## src/rtl/cpu_pkg.sv

```systemverilog
// Shared CPU definitions: word/register widths, instruction field positions, NOP encoding.
package cpu_pkg;

  localparam int unsigned WORD_W = 16;
  localparam int unsigned REG_W  = 3;

  localparam int unsigned OPC_LSB = 12;
  localparam int unsigned RD_LSB  = 9;
  localparam int unsigned RS2_LSB = 6;
  localparam int unsigned RS1_LSB = 3;

  typedef logic [WORD_W-1:0] word_t;
  typedef logic [REG_W-1:0]  reg_t;

  localparam word_t NOP_INSTR = 16'h0000;

  function automatic reg_t rs1_of(input word_t instr);
    return instr[RS1_LSB +: REG_W];
  endfunction

  function automatic reg_t rs2_of(input word_t instr);
    return instr[RS2_LSB +: REG_W];
  endfunction

endpackage

```

## src/rtl/hazard_detect.sv

```systemverilog
// Load-use hazard detector: the instruction in decode reads a register a load in EX is writing.
module hazard_detect
  import cpu_pkg::*;
(
  input  logic id_valid_i,
  input  reg_t id_rs1_i,
  input  reg_t id_rs2_i,
  input  logic ex_mem_read_i,
  input  reg_t ex_rd_i,
  output logic hazard_o
);

  assign hazard_o = id_valid_i && ex_mem_read_i &&
                    ((ex_rd_i == id_rs1_i) || (ex_rd_i == id_rs2_i));

endmodule

```

## src/rtl/pipe_if_id.sv

```systemverilog
// IF/ID pipeline register with PC, load-use stall, flush and a saturating stall counter.
module pipe_if_id
  import cpu_pkg::*;
#(
  parameter word_t PC_RESET  = 16'h0000,
  parameter word_t NOP_INSTR = cpu_pkg::NOP_INSTR
) (
  input  logic        clk,
  input  logic        rst_n,
  input  logic [15:0] pc_next,
  input  logic [15:0] if_instr,
  input  logic        flush,
  input  logic        ext_stall,
  input  logic        ex_mem_read,
  input  logic [2:0]  ex_rd,
  output logic [15:0] pc_q,
  output logic [15:0] id_pc,
  output logic [15:0] id_instr,
  output logic        id_valid,
  output logic        id_bubble,
  output logic        hazard_stall,
  output logic [15:0] stall_count
);

  localparam word_t CNT_MAX = 16'hFFFF;

  word_t pc_d;
  word_t id_pc_q, id_pc_d;
  word_t id_instr_q, id_instr_d;
  logic  id_valid_q, id_valid_d;
  word_t stall_cnt_q, stall_cnt_d;
  logic  hold;

  hazard_detect u_hazard (
    .id_valid_i    (id_valid_q),
    .id_rs1_i      (rs1_of(id_instr_q)),
    .id_rs2_i      (rs2_of(id_instr_q)),
    .ex_mem_read_i (ex_mem_read),
    .ex_rd_i       (ex_rd),
    .hazard_o      (hazard_stall)
  );

  assign hold = hazard_stall || ext_stall;

  // Per-cycle action, priority FLUSH > HOLD > ADVANCE.
  always_comb begin
    pc_d        = pc_q;
    id_pc_d     = id_pc_q;
    id_instr_d  = id_instr_q;
    id_valid_d  = id_valid_q;
    stall_cnt_d = stall_cnt_q;
    if (flush) begin
      pc_d       = pc_next;
      id_pc_d    = pc_q;
      id_instr_d = NOP_INSTR;
      id_valid_d = 1'b0;
    end else if (hold) begin
      if (stall_cnt_q != CNT_MAX) begin
        stall_cnt_d = stall_cnt_q + WORD_W'(1);
      end
    end else begin
      pc_d       = pc_next;
      id_pc_d    = pc_q;
      id_instr_d = if_instr;
      id_valid_d = 1'b1;
    end
  end

  always_ff @(posedge clk) begin
    if (!rst_n) begin
      pc_q        <= PC_RESET;
      id_pc_q     <= '0;
      id_instr_q  <= NOP_INSTR;
      id_valid_q  <= 1'b0;
      stall_cnt_q <= '0;
    end else begin
      pc_q        <= pc_d;
      id_pc_q     <= id_pc_d;
      id_instr_q  <= id_instr_d;
      id_valid_q  <= id_valid_d;
      stall_cnt_q <= stall_cnt_d;
    end
  end

  assign id_pc       = id_pc_q;
  assign id_instr    = id_instr_q;
  assign id_valid    = id_valid_q;
  assign id_bubble   = !id_valid_q || hazard_stall;
  assign stall_count = stall_cnt_q;

endmodule

```

## config.mk

```make
export PLATFORM = sky130hd
export DESIGN_NAME = pipe_if_id
export DESIGN_NICKNAME = d
export VERILOG_FILES = /design/src/rtl/cpu_pkg.sv /design/src/rtl/hazard_detect.sv /design/src/rtl/pipe_if_id.sv
export SDC_FILE = /design/constraint.sdc
export NUM_CORES = 1
export LEC_CHECK = 0
export ABC_AREA = 1
export ABC_CLOCK_PERIOD_IN_PS = 2400
export CAP_MARGIN = 0
export CORE_UTILIZATION = 48
export CTS_CLUSTER_DIAMETER = 200
export CTS_CLUSTER_SIZE = 28
export DETAILED_ROUTE_END_ITERATION = 12
export PLACE_DENSITY = 0.88
export SYNTH_ARGS = -nofsm -noshare
export SYNTH_HDL_FRONTEND = slang
export SYNTH_SLANG_ARGS = --single-unit
```

## constraint.sdc

```tcl
create_clock -name clk -period 2.4 [get_ports clk]
set_input_delay 0.48 -clock clk [delete_from_list [all_inputs] [get_ports clk]]
set_output_delay 0.48 -clock clk [all_outputs]
set_load 0.01 [all_outputs]
```

Word-level counts from Yosys, hierarchy flattened
Cells that the tools add are included.
- input bits: 40
- word-level logic and storage cells: 24
- register bits: 65
- output and inout bits: 67
- add/subtract/negate cells: 1
- reduce and logical (&&, ||, !) cells: 8
- mux-type cells: 4
- bitwise logic cells: 2
- eq/ne operators: 4
- operator list (kind ; number):
    $mux W16 ; 4
    $add A16 B1 Y16 const B ; 1
    $ne A16 B16 Y1 const B ; 1
    $eq A3 B3 Y1 ; 2
    $logic_or A1 B1 Y1 ; 3
    $reduce_and A3 Y1 ; 1
    $logic_and A1 B1 Y1 ; 2
    $ne A2 B2 Y1 const B ; 1
    $not A1 Y1 ; 2
    $reduce_or A2 Y1 ; 1
    $logic_not A1 Y1 ; 1

Depth between registers and ports, before layout
Gate-level depths: netlist of run 1.
- depth after elaboration: 6
- depth in mapped cells: 12

By module
From an unflattened synthesis of run 1, not the netlist that was laid out.
- cells, all modules: 396
- area, all modules: 2746.4 um^2
- modules (own cells, without submodules) (module ; sequential area each (um^2) ; instances ; cells each ; area each (um^2)):
    pipe_if_id ; 1301.2 ; 1 ; 368 ; 2632.5
    hazard_detect ; 0.0 ; 1 ; 28 ; 113.9

Least setup slack after synthesis of run 1
Ideal clock, no wire load.
- path kind: reg-to-reg
- from: reg stall_cnt_q[1], in the netlist stall_count[1]
- to: reg stall_cnt_q[14], in the netlist stall_count[14]
- cell stages (with the launch flop): 11
- data arrival time: 1.394 ns
- buffers on the path: 0
- library setup time: 0.113 ns
- setup slack: 0.893 ns
- cells stage by stage: dfxtp_1 > ha_1 > nand2_2 > nor2_4 > nand2_2 > a21oi_2 > nand2_1 > nor2_1 > nand3_1 > nor2_1 > nor2_1
- word-level cells in the longest chain between the ends: 2
- elaborated cells on any way between the ends: 3
- ends and longest elaborated chain (what ; line ; source):
    start, declared ; pipe_if_id.sv:31 ; word_t stall_cnt_q, stall_cnt_d;
    start signal, assigned ; pipe_if_id.sv:81 ; stall_cnt_q <= stall_cnt_d;
    parallel branches: the longest is 2 deep, another holds $add A16 B1 Y16 ; -- ;
Several ways; the timed one is not identified.
A chain may end at the register's enable or synchronous reset.

Worst setup path after layout of run 1
- from: in ex_rd[0]
- to: out id_bubble
- word-level cells in the longest chain between the ends: 4
- elaborated cells on any way between the ends: 5
- ends and longest elaborated chain (what ; line ; source):
    start, declared ; pipe_if_id.sv:15 ; input logic [2:0] ex_rd,
    $eq A3 B3 Y1 ; hazard_detect.sv:14 ; ((ex_rd_i == id_rs1_i) || (ex_rd_i == id_rs2_i));
    $logic_or A1 B1 Y1 (*) ; hazard_detect.sv:14 ;
    $logic_and A1 B1 Y1 (*) ; hazard_detect.sv:13 ; assign hazard_o = id_valid_i && ex_mem_read_i &&
    $logic_or A1 B1 Y1 (*) ; pipe_if_id.sv:88 ; assign id_bubble = !id_valid_q || hazard_stall;
    end, declared ; pipe_if_id.sv:20 ; output logic id_bubble,
Mark *: on every way between the ends. The rest lies on a longest branch, timed or not.

==> flow_summary.ini, run 1 <==
[clocking]
clkTransAtPathRegs_ps = 80
cts_tree = built
cts_setup_buffers = 0
clock-sinks = 65
cts_inserted_buffers = 9
h-tree-depth = 3
clk_latency_ps = 340
cts_hold_buf = 0
cts_resized = 2
clockRootBuffer = clkbuf_8
clock_path_buffers = 2

[timing]
finClkSkew_ps = 7.965
setup_viol = 0
hold_viol = 0
maxSlewHeadroom = 0.6536
tightest_slew_ps = 518.8
report.final.slew_viol_count = 0
post-route-period-util = 0.9192
rsz0062_at_grt = false
max_freq_mhz = 453.3
period_minus_slack_ps = 2206
holdWs_ps = 470.8

[final_layout]
n_antenna_cell = 0
fin_cells = 602
areaGrowthSynthToFinish_pct = 46.58
final_nets = 566
drive_above_1_share = 0.07925
nFillCells = 438

[worst_setup_path]
r2r-start = id_instr[6]$_SDFFE_PP0P_
regToRegSetupSlack_ps = 650
rr_endpoint = id_pc[12]$_SDFFE_PN0P_
critical_path.top_delay_family = buffers and inverters
critPathKind = input pin to primary output
cp.arrival_ps = 1730
crit_required_ps = 1920
crit_end = id_bubble
cp_num_buf_inv = 3
startpoint_type = input pin
crit_start = ex_rd[0]
r2r_cells = 12
crit_chain = clkdlybuf4s50_1 > inv_1 > nand2_1 > nand2_1 > nand3_1 > nand2_1 > nand2_2 > nand2_1 > dlygate4sd2_1
end_kind = primary output
crit_top_cell = nand2_1
critPathMaxStageDelay_ps = 510
worst-path-stages = 9
cp_slowest_cell = clkdlybuf4s50_1
cp_max_fo = 3

[min_path]
hp-class = register to register

[synthesis]
synth_cell_types = 25
syn_area_um2 = 2872
synthTopCellsByCount = nor2_1 (121), nand2_1 (72), dfxtp_1 (65)
synth_async_sr_flop_share = 0
yosysTopAreaCell = dfxtp_1
yosys-top-cells-area = dfxtp_1 (45%), nor2_1 (16%), nand2_1 (9.4%)
yosysWarnings = 0
syn-instance-count = 417
synth_most_common_cell = nor2_1
syn-num-nets = 458
ys_ff_latch = 65
syn_avg_cell_area_um2 = 6.886
synthFlopType = dfxtp_1
synth-seq-area-share = 0.4532
synth_edf_count = 0
synth_top_area_share = 0.4532

[floorplanning]
fp.dieH_um = 79.35
initial_core_util = 0.5090
die_w_um = 79.35
coreArea_um2 = 5642
io_pins = 107
die-area_um2 = 6296
rows = 27

[placed_design]
io_buffers = 106
dp_cells = 586
hpwl_mm = 5.366
place_congestion = 0.8290

[detailed_routing]
drtIter0Drc = 164
wl_per_cell_um = 12.35
viasPerCell = 4.944
ant_nets = 0
dr.pass1.iters = 4
drc = 0
drt_wl_total_mm = 7.434
vias = 2976

[grt]
grt_antenna_before_repair = 0
overflow = 0
grt_pass1_wl_mm = 12.34
track_usage = 0.2531
grt_pass1_vias = 2745
grt_max_degree = 33

[power]
leakagePower_uw = 0.001725
powerDensity_nw_per_um2 = 615.8
p_total_uw = 2592
ir_drop_mv = 0.4187

[flow_run]
max_cap_violations = 0

[outcome]
outcome = complete, no violations
[kinds of logic after synthesis]
kind of cell,count (synthesis),synth area share
and+or+nand+nor,233,0.3421
DFF,65,0.4532
AOI/OAI and AO/OA,58,0.1033
buffers and inverters,57,0.08801
xor gates and xnor gates,3,0.009152
adders and majority gates,1,0.004357
[worst register-to-register path: cells and delay by family (launching register included)]
family | cells | cell delay (ps)
buf+inv | 3 | 620
flops | 1 | 330
simple gates | 9 | 750
[per-stage QoR]
step           TNS (ps)    util  worst slack (ps)  instance area [um^2]
2_1_floorplan         0       -             893.2                  2872
3_3_place_gp          0  0.7061             10.51                  3984
3_5_place_dp     -50.11  0.7061            -26.63                  3984
4_1_cts               0  0.7461             192.6                  4209
5_1_grt               0  0.7461             137.5                  4209
6_report              0  0.7461             193.9                  4209
[where the power goes]
| group | switching (uW) | internal (uW) |
|---|---|---|
| combinational | 171 | 200 |
| sequential | 37.1 | 1130 |
| clock | 434 | 616 |
[area by class of cell]
class	instances	area, um^2	share of cell area
Clock buffer	10	137.6	0.03270
Clock inverter	6	90.09	0.02140
Inverter	39	146.4	0.03478
Multi-Input combinational cell	295	1318	0.3130
Sequential cell	65	1301	0.3092
Tap cell	72	90.09	0.02140
Timing Repair Buffer	115	1126	0.2675
[sequential cells by signal, indices dropped and copies added, names as in the netlist]
name         flops
id_instr        16
stall_count     16
pc_q            16
id_valid         1
id_pc           16
[metal layers]
metal | global-route usage | share of wire
met5 | 0 | 0
met4 | 0.09455 | 0.020
met3 | 0.09195 | 0.085
met2 | 0.4121 | 0.47
met1 | 0.3037 | 0.43
[how the worst min path moves through the flow]
stage / endpoint / startpoint / cells past startpoint / slack (ps)
final: id_instr[10]$_SDFFE_PP0P_ / id_instr[10]$_SDFFE_PP0P_ / 2 / 470
after global routing: id_instr[12]$_SDFFE_PP0P_ / id_instr[12]$_SDFFE_PP0P_ / 2 / 510
after CTS: id_instr[10]$_SDFFE_PP0P_ / id_instr[10]$_SDFFE_PP0P_ / 2 / 470
after detailed placement: id_instr[10]$_SDFFE_PP0P_ / id_instr[10]$_SDFFE_PP0P_ / 2 / 460
after global placement: id_instr[10]$_SDFFE_PP0P_ / id_instr[10]$_SDFFE_PP0P_ / 2 / 450
after floorplan: id_instr[10]$_SDFFE_PP0P_ / id_instr[10]$_SDFFE_PP0P_ / 2 / 490
[cell usage in the layout (no fill, tap or decap)]
| cell | count |
|---|---|
| inv_2 | 4 |
| nand2_1 | 72 |
| nor2_2 | 3 |
| nand3_1 | 14 |
| xnor2_1 | 3 |
| nand4_2 | 1 |
| clkdlybuf4s50_1 | 104 |
| dfxtp_1 | 65 |
| dlygate4sd2_1 | 2 |
| a211oi_1 | 1 |
| nor2_4 | 2 |
| nor4_1 | 1 |
| nand2_4 | 1 |
| bufinv_16 | 2 |
| clkinvlp_4 | 1 |
| ha_1 | 1 |
| nand4_1 | 13 |
| clkinv_2 | 1 |
| nand3_2 | 1 |
| inv_6 | 1 |
| buf_4 | 9 |
| clkinv_1 | 2 |
| a21oi_2 | 1 |
| nor2_1 | 121 |
| clkbuf_8 | 10 |
| o21ai_0 | 48 |
| clkinv_4 | 1 |
| inv_1 | 33 |
| a21oi_1 | 8 |
| nand2_2 | 4 |
No activity file was read; power rests on OpenSTA's default activity.
==> inputs of run 2 (changes only) <==
--- a/config.mk
+++ b/config.mk
@@ -13,6 +13,7 @@
 export CTS_CLUSTER_SIZE = 28
 export DETAILED_ROUTE_END_ITERATION = 12
 export PLACE_DENSITY = 0.88
+export RECOVER_POWER = 50
 export SYNTH_ARGS = -nofsm -noshare
 export SYNTH_HDL_FRONTEND = slang
 export SYNTH_SLANG_ARGS = --single-unit
==> constraint.sdc (replaced) <==
create_clock -name clk -period 2.4 [get_ports clk]
set_input_delay 0.48 -clock clk [delete_from_list [all_inputs] [get_ports clk]]
set_output_delay 0.48 -clock clk [all_outputs]
set_load 0.005 [all_outputs]
==> run 2 against run 1 <==
Effect of this change:
- critical path depth fell by 3
- clock-buffer cell count rose by 2
- fmax rose by 3.2%
- sequential cell count did not move
- clock skew rose by 3.3 ps
- largest cell class is now registers
- largest power group is now the clock network
- highest routed layer unchanged
==> flow_summary.ini, run 2 (same netlist as run 1, synthesis figures left out) <==
[floorplanning]
die-area_um2 = 6296
fp.dieH_um = 79.35
io_pins = 107
die_w_um = 79.35
coreArea_um2 = 5642
initial_core_util = 0.5090
rows = 27

[clocking]
clock_path_buffers = 2
cts_inserted_buffers = 9
h-tree-depth = 3
cts_tree = built
clkTransAtPathRegs_ps = 60
cts_hold_buf = 0
clock-sinks = 65
clockRootBuffer = clkbuf_8
clk_latency_ps = 340
cts_setup_buffers = 0

[timing]
postLayoutSetupSlackWorst_ps = 262.2
setup_viol = 0
report.final.slew_viol_count = 0
finClkSkew_ps = 11.27
setup-tns-final_ps = 0
hold_viol = 0
max_freq_mhz = 467.8
rsz0062_at_grt = false
period_minus_slack_ps = 2138
maxSlewHeadroom = 0.6294
tightest_slew_ps = 555.9
post-route-period-util = 0.8907

[detailed_routing]
drt_wl_total_mm = 7.581
viasPerCell = 5.043
vias = 3031
drtIter0Drc = 185
dr.pass1.iters = 5
wl_per_cell_um = 12.61
drc = 0
ant_nets = 0

[final_layout]
nFillCells = 463
fin_cells = 601
final_common_cell = nor2_1
layout.area.seq_um2 = 1301
multi_input_area_um2 = 1299
n_antenna_cell = 0
areaGrowthSynthToFinish_pct = 46.67
final_nets = 565
fin_area_um2 = 4212
drive_above_1_share = 0.06616
final_cell_mix = nor2_1 (122), nand2_1 (72), dfxtp_1 (65)

[min_path]
hp-class = register to register
whs_path_depth = 2

[worst_setup_path]
cp_max_fo = 3
crit_end = id_bubble
end_kind = primary output
regToRegSetupSlack_ps = 470
cp_slowest_cell = clkdlybuf4s50_1
cp.arrival_ps = 1660
r2r-start = id_instr[4]$_SDFFE_PP0P_
critPathKind = input pin to primary output
startpoint_type = input pin
r2r_cells = 11
crit_start = ex_mem_read
crit_required_ps = 1920
crit_chain = clkdlybuf4s50_1 > nand2_1 > inv_1 > nand2_2 > nand2_1 > clkdlybuf4s50_1
critPathMaxStageDelay_ps = 490
rr_endpoint = stall_count[10]$_SDFFE_PN0P_

[flow_run]
max_cap_violations = 0

[power]
p_total_uw = 2679
powerDensity_nw_per_um2 = 636.1
ir_drop_mv = 0.4165
leakagePower_uw = 0.001839

[grt]
grt_pass1_vias = 2854
grt_antenna_before_repair = 0
grt_max_degree = 33
overflow = 0
track_usage = 0.2523
grt_pass1_wl_mm = 12.33

[placed_design]
place_congestion = 0.8631
hpwl_mm = 5.325
dpl_cell_area_um2 = 3976
dp_cells = 585
place_ws_ps = 12.94
io_buffers = 106

[outcome]
outcome = complete, no violations
[run 2: changes by cell type in the layout (fill, tap and decap cells not counted), sizes merged]
cell / delta
clkdlybuf4s50: -42
inv: -1
clkinv: -1
dlygate4sd2: -2
dlygate4sd3: +41
clkbuf: +4
bufinv: +1
clkinvlp: -1
buf: -3
dlymetal6s2s: +3
[run 2: layer usage]
metal | up-vias | routed length (um) | track usage
li1 | 1529 | - | -
met1 | 1377 | 3102 | 0.2813
met2 | 110 | 3672 | 0.4379
met3 | 15 | 632 | 0.07011
met4 | 0 | 174 | 0.1255
met5 | - | 0 | 0
[run 2: where the power goes]
part           internal (uW)  switching, uW  leakage, uW
sequential              1130           35.2     0.000534
combinational            180            148      0.00118
clock                    750            432     0.000127
total                   2060            615      0.00184
[run 2: layout make-up]
type / instances / area share
inverters: 39 / 0.03476
clock buffers: 12 / 0.03684
flip-flops and latches: 65 / 0.3090
well taps: 72 / 0.02139
repair buffers: 114 / 0.2662
clock inverters: 4 / 0.02347
multi-input cells: 295 / 0.3084
[run 2: worst min-delay path by stage]
| stage | startpoint | endpoint | slack [ps] |
|---|---|---|---|
| after floorplan | id_instr[10]$_SDFFE_PP0P_ | id_instr[10]$_SDFFE_PP0P_ | 460 |
| after global routing | id_instr[10]$_SDFFE_PP0P_ | id_instr[10]$_SDFFE_PP0P_ | 500 |
| after detailed placement | id_instr[10]$_SDFFE_PP0P_ | id_instr[10]$_SDFFE_PP0P_ | 460 |
| final | id_instr[10]$_SDFFE_PP0P_ | id_instr[10]$_SDFFE_PP0P_ | 470 |
| after CTS | id_instr[10]$_SDFFE_PP0P_ | id_instr[10]$_SDFFE_PP0P_ | 470 |
| after global placement | id_instr[10]$_SDFFE_PP0P_ | id_instr[10]$_SDFFE_PP0P_ | 450 |
[run 2: stage by stage]
step,hold WS [ps],utilization
final,465.5,0.7465
after detailed placement,461.9,0.7048
after global placement,452.0,0.7048
after CTS,470.9,0.7498
after global routing,496.7,0.7465
after floorplan,458.9,-
[run 2: what timing repair did]
action,in CTS,in global routing
endpoints found under the setup margin,0,2
gates resized for setup,0,5
hold endpoints to repair,0,0
[run 2: critical path, delay by kind of cell]
kind                   cells  cell delay, ps
AND/OR/NAND/NOR            3             170
buffers and inverters      3            1000
==> patch 1 (settings of run 1) <==
`RS2_LSB`: 6 -> 5.
--- a/src/rtl/cpu_pkg.sv
+++ b/src/rtl/cpu_pkg.sv
@@ -6,7 +6,7 @@
 
   localparam int unsigned OPC_LSB = 12;
   localparam int unsigned RD_LSB  = 9;
-  localparam int unsigned RS2_LSB = 6;
+  localparam int unsigned RS2_LSB = 5;
   localparam int unsigned RS1_LSB = 3;
 
   typedef logic [WORD_W-1:0] word_t;
Function: changed (a bounded check fails within 4 cycles, from zero or initial values and one cycle with rst_n low).
==> patch 1 against run 1 <==
Sequential cell count is the same; worst setup slack lost 25 ps; count of clock-buffer cells in the layout unchanged; cell area up 0.51%; total power increased by 3.2%; largest cell class unchanged; synthesized area about the same; highest routed layer unchanged; wire length down 1.8%; register-to-register slack improved by 20 ps; core utilization up 0.38 points.
==> patch 1: results (changes against run 1) <==
metric,value,unit,change
Port Buffers,106,,unchanged
largest net degree at the start of global routing,40,,was 33
CTS HTree Levels,3,,unchanged
worst reg-to-reg setup slack,670,ps,was 650 ps
clock transition at the registers of the reported paths,70,ps,
Vias/cell,4.99,,was 4.94
Bufs on Longest Clock Path,2,,unchanged
Clock Latency Late Sink,340,ps,about the same
Syn. warnings,0,,unchanged
Syn Nets,456,,was 458
Critical R2R Launch,id_instr[3],,was id_instr[6]
Hold Crit Start,id_instr[10],,unchanged
placed cell area,0.00399,sq mm,was 0.00398 sq mm
DRT Pass-1 Iters,4,,unchanged
RD Place Congestion,0.826,,was 0.829
max-cap violations,0,,unchanged
skew final,8.65,ps,was 7.96 ps
first-pass GRT wire length,12.4,mm,was 12.3 mm
Root Driver,clkbuf_8,,unchanged
Synth top area share,45.3,%,about the same
Synth area leaders,"dfxtp_1 45%, nor2_1 16%, nand2_1 9.1%",,"was dfxtp_1 45%, nor2_1 16%, nand2_1 9.4%"
P&R area growth vs syn,47.2,%,was 46.6%
Setup Slack @ Placement,-75.8,ps,was -26.6 ps
ant diodes,0,,unchanged
sequential area share after synthesis,45.3,%,about the same
CP arrival,1750,ps,was 1730 ps
largest fanout on the critical path,3,,unchanged
proportion of layout cells with a drive suffix above 1,7.79,%,was 7.92%
vias in the first global route,2784,,was 2745
Hold Path Class,register to register,,unchanged
worst hold path depth,2,,unchanged
Worst Hold Margin,478,ps,was 471 ps
# fillers,415,,was 438
Slew HR,72.8,%,was 65.4%
Max Clock Freq,0.448,GHz,was 0.453 GHz
initial antenna violation count,0,,unchanged
post-detail-place hpwl,5.14,mm,was 5.37 mm
Final Net Count,562,,was 566
VDD IR max,0.471,mV,was 0.419 mV
Netlist cell types,26,,was 25
first-iteration detailed-routing DRC count,152,,was 164
Post-synth top cells,"125 x nor2_1, 70 x nand2_1, 65 x dfxtp_1",,"was 121 x nor2_1, 72 x nand2_1, 65 x dfxtp_1"
ys flop type,dfxtp_1,,unchanged
asr flop ratio synth,0,%,unchanged
CTS Buf Count,9,,unchanged
status,completed,,unchanged
Avg WL per Cell,12.2,um,was 12.3 um
FF-to-FF path depth,10,,was 12
GRT Overall Usage,25.0,%,was 25.3%
r2r endpoint,id_pc[12],,unchanged
Leakage,0.00174,uW,was 0.00172 uW
[patch 1: cell types whose count changed in the layout (fill, tap and decap cells not counted), moves of 3 or more]
| cell | delta |
|---|---|
| inv_1 | -3 |
| nor2_1 | +4 |
| a21oi_1 | -3 |
| buf_4 | -4 |
[patch 1: per-stage QoR]
step	power [uW]	cells
global placement	1560	582
detailed placement	1570	582
finish	2680	598
floorplan	1360	415
CTS	2690	598
global route	2780	598
[patch 1: logic make-up (layout without fill, tap and decap cells)]
family,after synthesis,after routing,share of synthesized area [%]
adder cells (fa/ha/maj),1,1,0.435
AND/OR/NAND/NOR,234,234,34.4
buffers and inverters,56,167,8.92
flip-flops,65,65,45.3
XOR/XNOR,3,3,0.914
AO/OA/AOI/OAI,56,56,10.1
[patch 1: what timing repair did]
item,4_1_cts,5_1_grt
setup endpoints to repair,2,0
gates resized for setup,4,0
hold buffers,0,0
hold endpoints to repair,0,0
[patch 1: routing by layer]
metal	GRT usage, %	part of all wire [%]	vias to the layer above
met3	7.77	9.6	12
met1	28.6	42	1342
met2	42.3	47	109
met4	12.0	1.7	0
met5	0	0	-
li1	-	-	1522
[patch 1: critical path, cell delays in order]
cell	delay, ps
dlygate4sd2_1	270
xnor2_1	170
nand3_1	110
nand2_1	100
nand2_2	60
inv_1	50
clkdlybuf4s50_1	520
[patch 1: layout make-up]
type                    instances  share of cell area (%)
multi-input cells             294                    31.1
inverters                      38                    3.43
flip-flops and latches         65                    30.8
well taps                      72                    2.13
repair buffers                113                    26.8
clock inverters                 6                    2.75
clock buffers                  10                    3.02
[patch 1: how the worst max path moves through the flow]
stage / end / depth (start not counted) / from
after CTS: hazard_stall / 7 / ex_rd[0]
after floorplan: stall_count[14] / 10 / stall_count[1]
after global placement: id_bubble / 7 / ex_rd[2]
final: hazard_stall / 7 / ex_rd[0]
after global routing: hazard_stall / 7 / ex_rd[0]
after detailed placement: id_bubble / 7 / ex_rd[0]
[patch 1: power breakdown]
part | internal [uW] | switching (uW) | total, uW | leakage, uW
clock network | 696 | 433 | 1130 | 0.000121
logic | 202 | 173 | 375 | 0.00109
registers | 1130 | 38.3 | 1170 | 0.000534
==> patch 2 (flow settings as in run 1) <==
Made on the original files. Register the output `stall_count` once more, cleared by the reset; this adds one clock of latency there. The other outputs are not delayed to match.
--- a/src/rtl/pipe_if_id.sv
+++ b/src/rtl/pipe_if_id.sv
@@ -86,7 +86,13 @@
   assign id_instr    = id_instr_q;
   assign id_valid    = id_valid_q;
   assign id_bubble   = !id_valid_q || hazard_stall;
-  assign stall_count = stall_cnt_q;
+  always_ff @(posedge clk) begin
+    if (!rst_n) begin
+      stall_count <= '0;
+    end else begin
+      stall_count <= stall_cnt_q;
+    end
+  end
 
 endmodule
 
Check against the original RTL: not equivalent (a bounded check fails within 4 cycles, from zero or initial values and one cycle with rst_n low).
==> patch 2 against run 1 <==
Cell area up 12%; wire length up 8.6%; total power up 15%; worst setup slack worse by 3.1 ps; synthesized area up 17%; clock skew up 2.5 ps; critical path depth unchanged; sequential cell count up 16; largest cell class is now flip-flops and latches; largest power group unchanged.
==> patch 2: results (changes against run 1) <==
metric,value,unit,change
DR vias,3328,,was 2976
switching share of power,23.0,%,was 24.8%
Post-Layout Cell Count,673,,was 602
proportion of layout cells with a drive suffix above 1,6.93,%,was 7.92%
largest net degree at the start of global routing,56,,was 33
initial antenna violation count,0,,unchanged
skew final,10.5,ps,was 7.96 ps
RD Place Congestion,0.844,,was 0.829
worst slew pin tran,504,ps,was 519 ps
met2 Use GR,41.2,%,about the same
grt met1 use,26.1,%,was 30.4%
Netlist cell types,28,,was 25
GRT met3 Usage,8.18,%,was 9.20%
first-pass GRT wire length,13.9,mm,was 12.3 mm
Synth area leaders,"dfxtp_1 48%, nor2_1 13%, nand2_1 9.7%",,"was dfxtp_1 45%, nor2_1 16%, nand2_1 9.4%"
Leakage,0.00208,uW,was 0.00172 uW
setup repair bufs after CTS,0,,unchanged
Syn Nets,508,,was 458
Clock Latency Late Sink,350,ps,
Post-Syn Instances,467,,was 417
status,completed,,unchanged
CP max-delay cell,clkdlybuf4s50_1,,unchanged
post-detail-place hpwl,5.62,mm,was 5.37 mm
largest fanout on the critical path,3,,unchanged
# fillers,546,,was 438
Post-synth top cells,"117 x nor2_1, 87 x nand2_1, 81 x dfxtp_1",,"was 121 x nor2_1, 72 x nand2_1, 65 x dfxtp_1"
Post-Route WL,8.08,mm,was 7.43 mm
first-iteration detailed-routing DRC count,159,,was 164
CP arrival,1730,ps,about the same
# placed instances,658,,was 586
WL met2,3.87,mm,was 3.48 mm
Final Net Count,614,,was 566
GRT Overall Usage,23.7,%,was 25.3%
Resize count post-CTS,2,,unchanged
Top delay family on crit path,buffers and inverters,,unchanged
DRT Pass-1 Iters,5,,was 4
Setup Slack @ Placement,-40.4,ps,was -26.6 ps
Root Driver,clkbuf_8,,unchanged
placed cell area,0.00451,sq mm,was 0.00398 sq mm
VDD IR max,0.350,mV,was 0.419 mV
metal1 wirelength,3.31,mm,was 3.18 mm
vias in the first global route,3215,,was 2745
Met3 Routed Length,742,um,was 630 um
sequential area share after synthesis,48.1,%,was 45.3%
CTS Buf Count,9,,unchanged
## patch 2: changes by cell type after synthesis, sizes merged, moves of 2 or more
cell	delta
nand4	+2
nor2	-4
dfxtp	+16
clkbuf	+4
inv	+16
nand2	+16
## patch 2: worst register-to-register path, stage by stage (launching register included)
cell and delay [ps]:
dfxtp_1 340, inv_1 80, nand2_1 50, nand2_1 50, nand3_1 70, nand2_1 80
nand2_1 80, buf_4 140, nand2_2 100, nand2_2 80, inv_2 380, nor2_1 110
nor2_1 130
## patch 2: path summary, 6_finish.rpt
path | start | end | slack (ps) | depth (start not counted)
worst min-delay path | stall_cnt_q[3] | stall_count[3] | 470 | 2
worst max register to register | id_instr[5] | pc_q[9] | 640 | 12
worst max-delay path | ex_rd[2] | id_bubble | 190 | 9
worst min register to register | stall_cnt_q[3] | stall_count[3] | 470 | 2
## patch 2: cell families (layout without fill, tap and decap cells)
family / count (synthesis) / after routing / share of synthesized area, %
xor gates and xnor gates: 3 / 3 / 0.779
DFF: 81 / 81 / 48.1
and+or+nand+nor: 247 / 247 / 31.9
buffers and inverters: 77 / 187 / 9.87
AOI/OAI and AO/OA: 58 / 58 / 9.01
adders and majority gates: 1 / 1 / 0.371
## patch 2: final cells by class
| class | instances | area, sq um | area share, % |
|---|---|---|---|
| Inverter | 56 | 210 | 4.44 |
| Multi-Input combinational cell | 309 | 1420 | 30.0 |
| Tap cell | 96 | 120 | 2.54 |
| Clock buffer | 12 | 135 | 2.86 |
| Timing Repair Buffer | 116 | 1130 | 24.0 |
| Clock inverter | 3 | 90.1 | 1.90 |
| Sequential cell | 81 | 1620 | 34.3 |
## patch 2: power groups by stage
stage	Sequential (uW)	Clock, uW	Combinational, uW
global placement	1470	0	368
finish	1440	1150	379
detailed placement	1470	0	378
global route	1450	1230	418
floorplan	1490	0	151
CTS	1440	1170	381
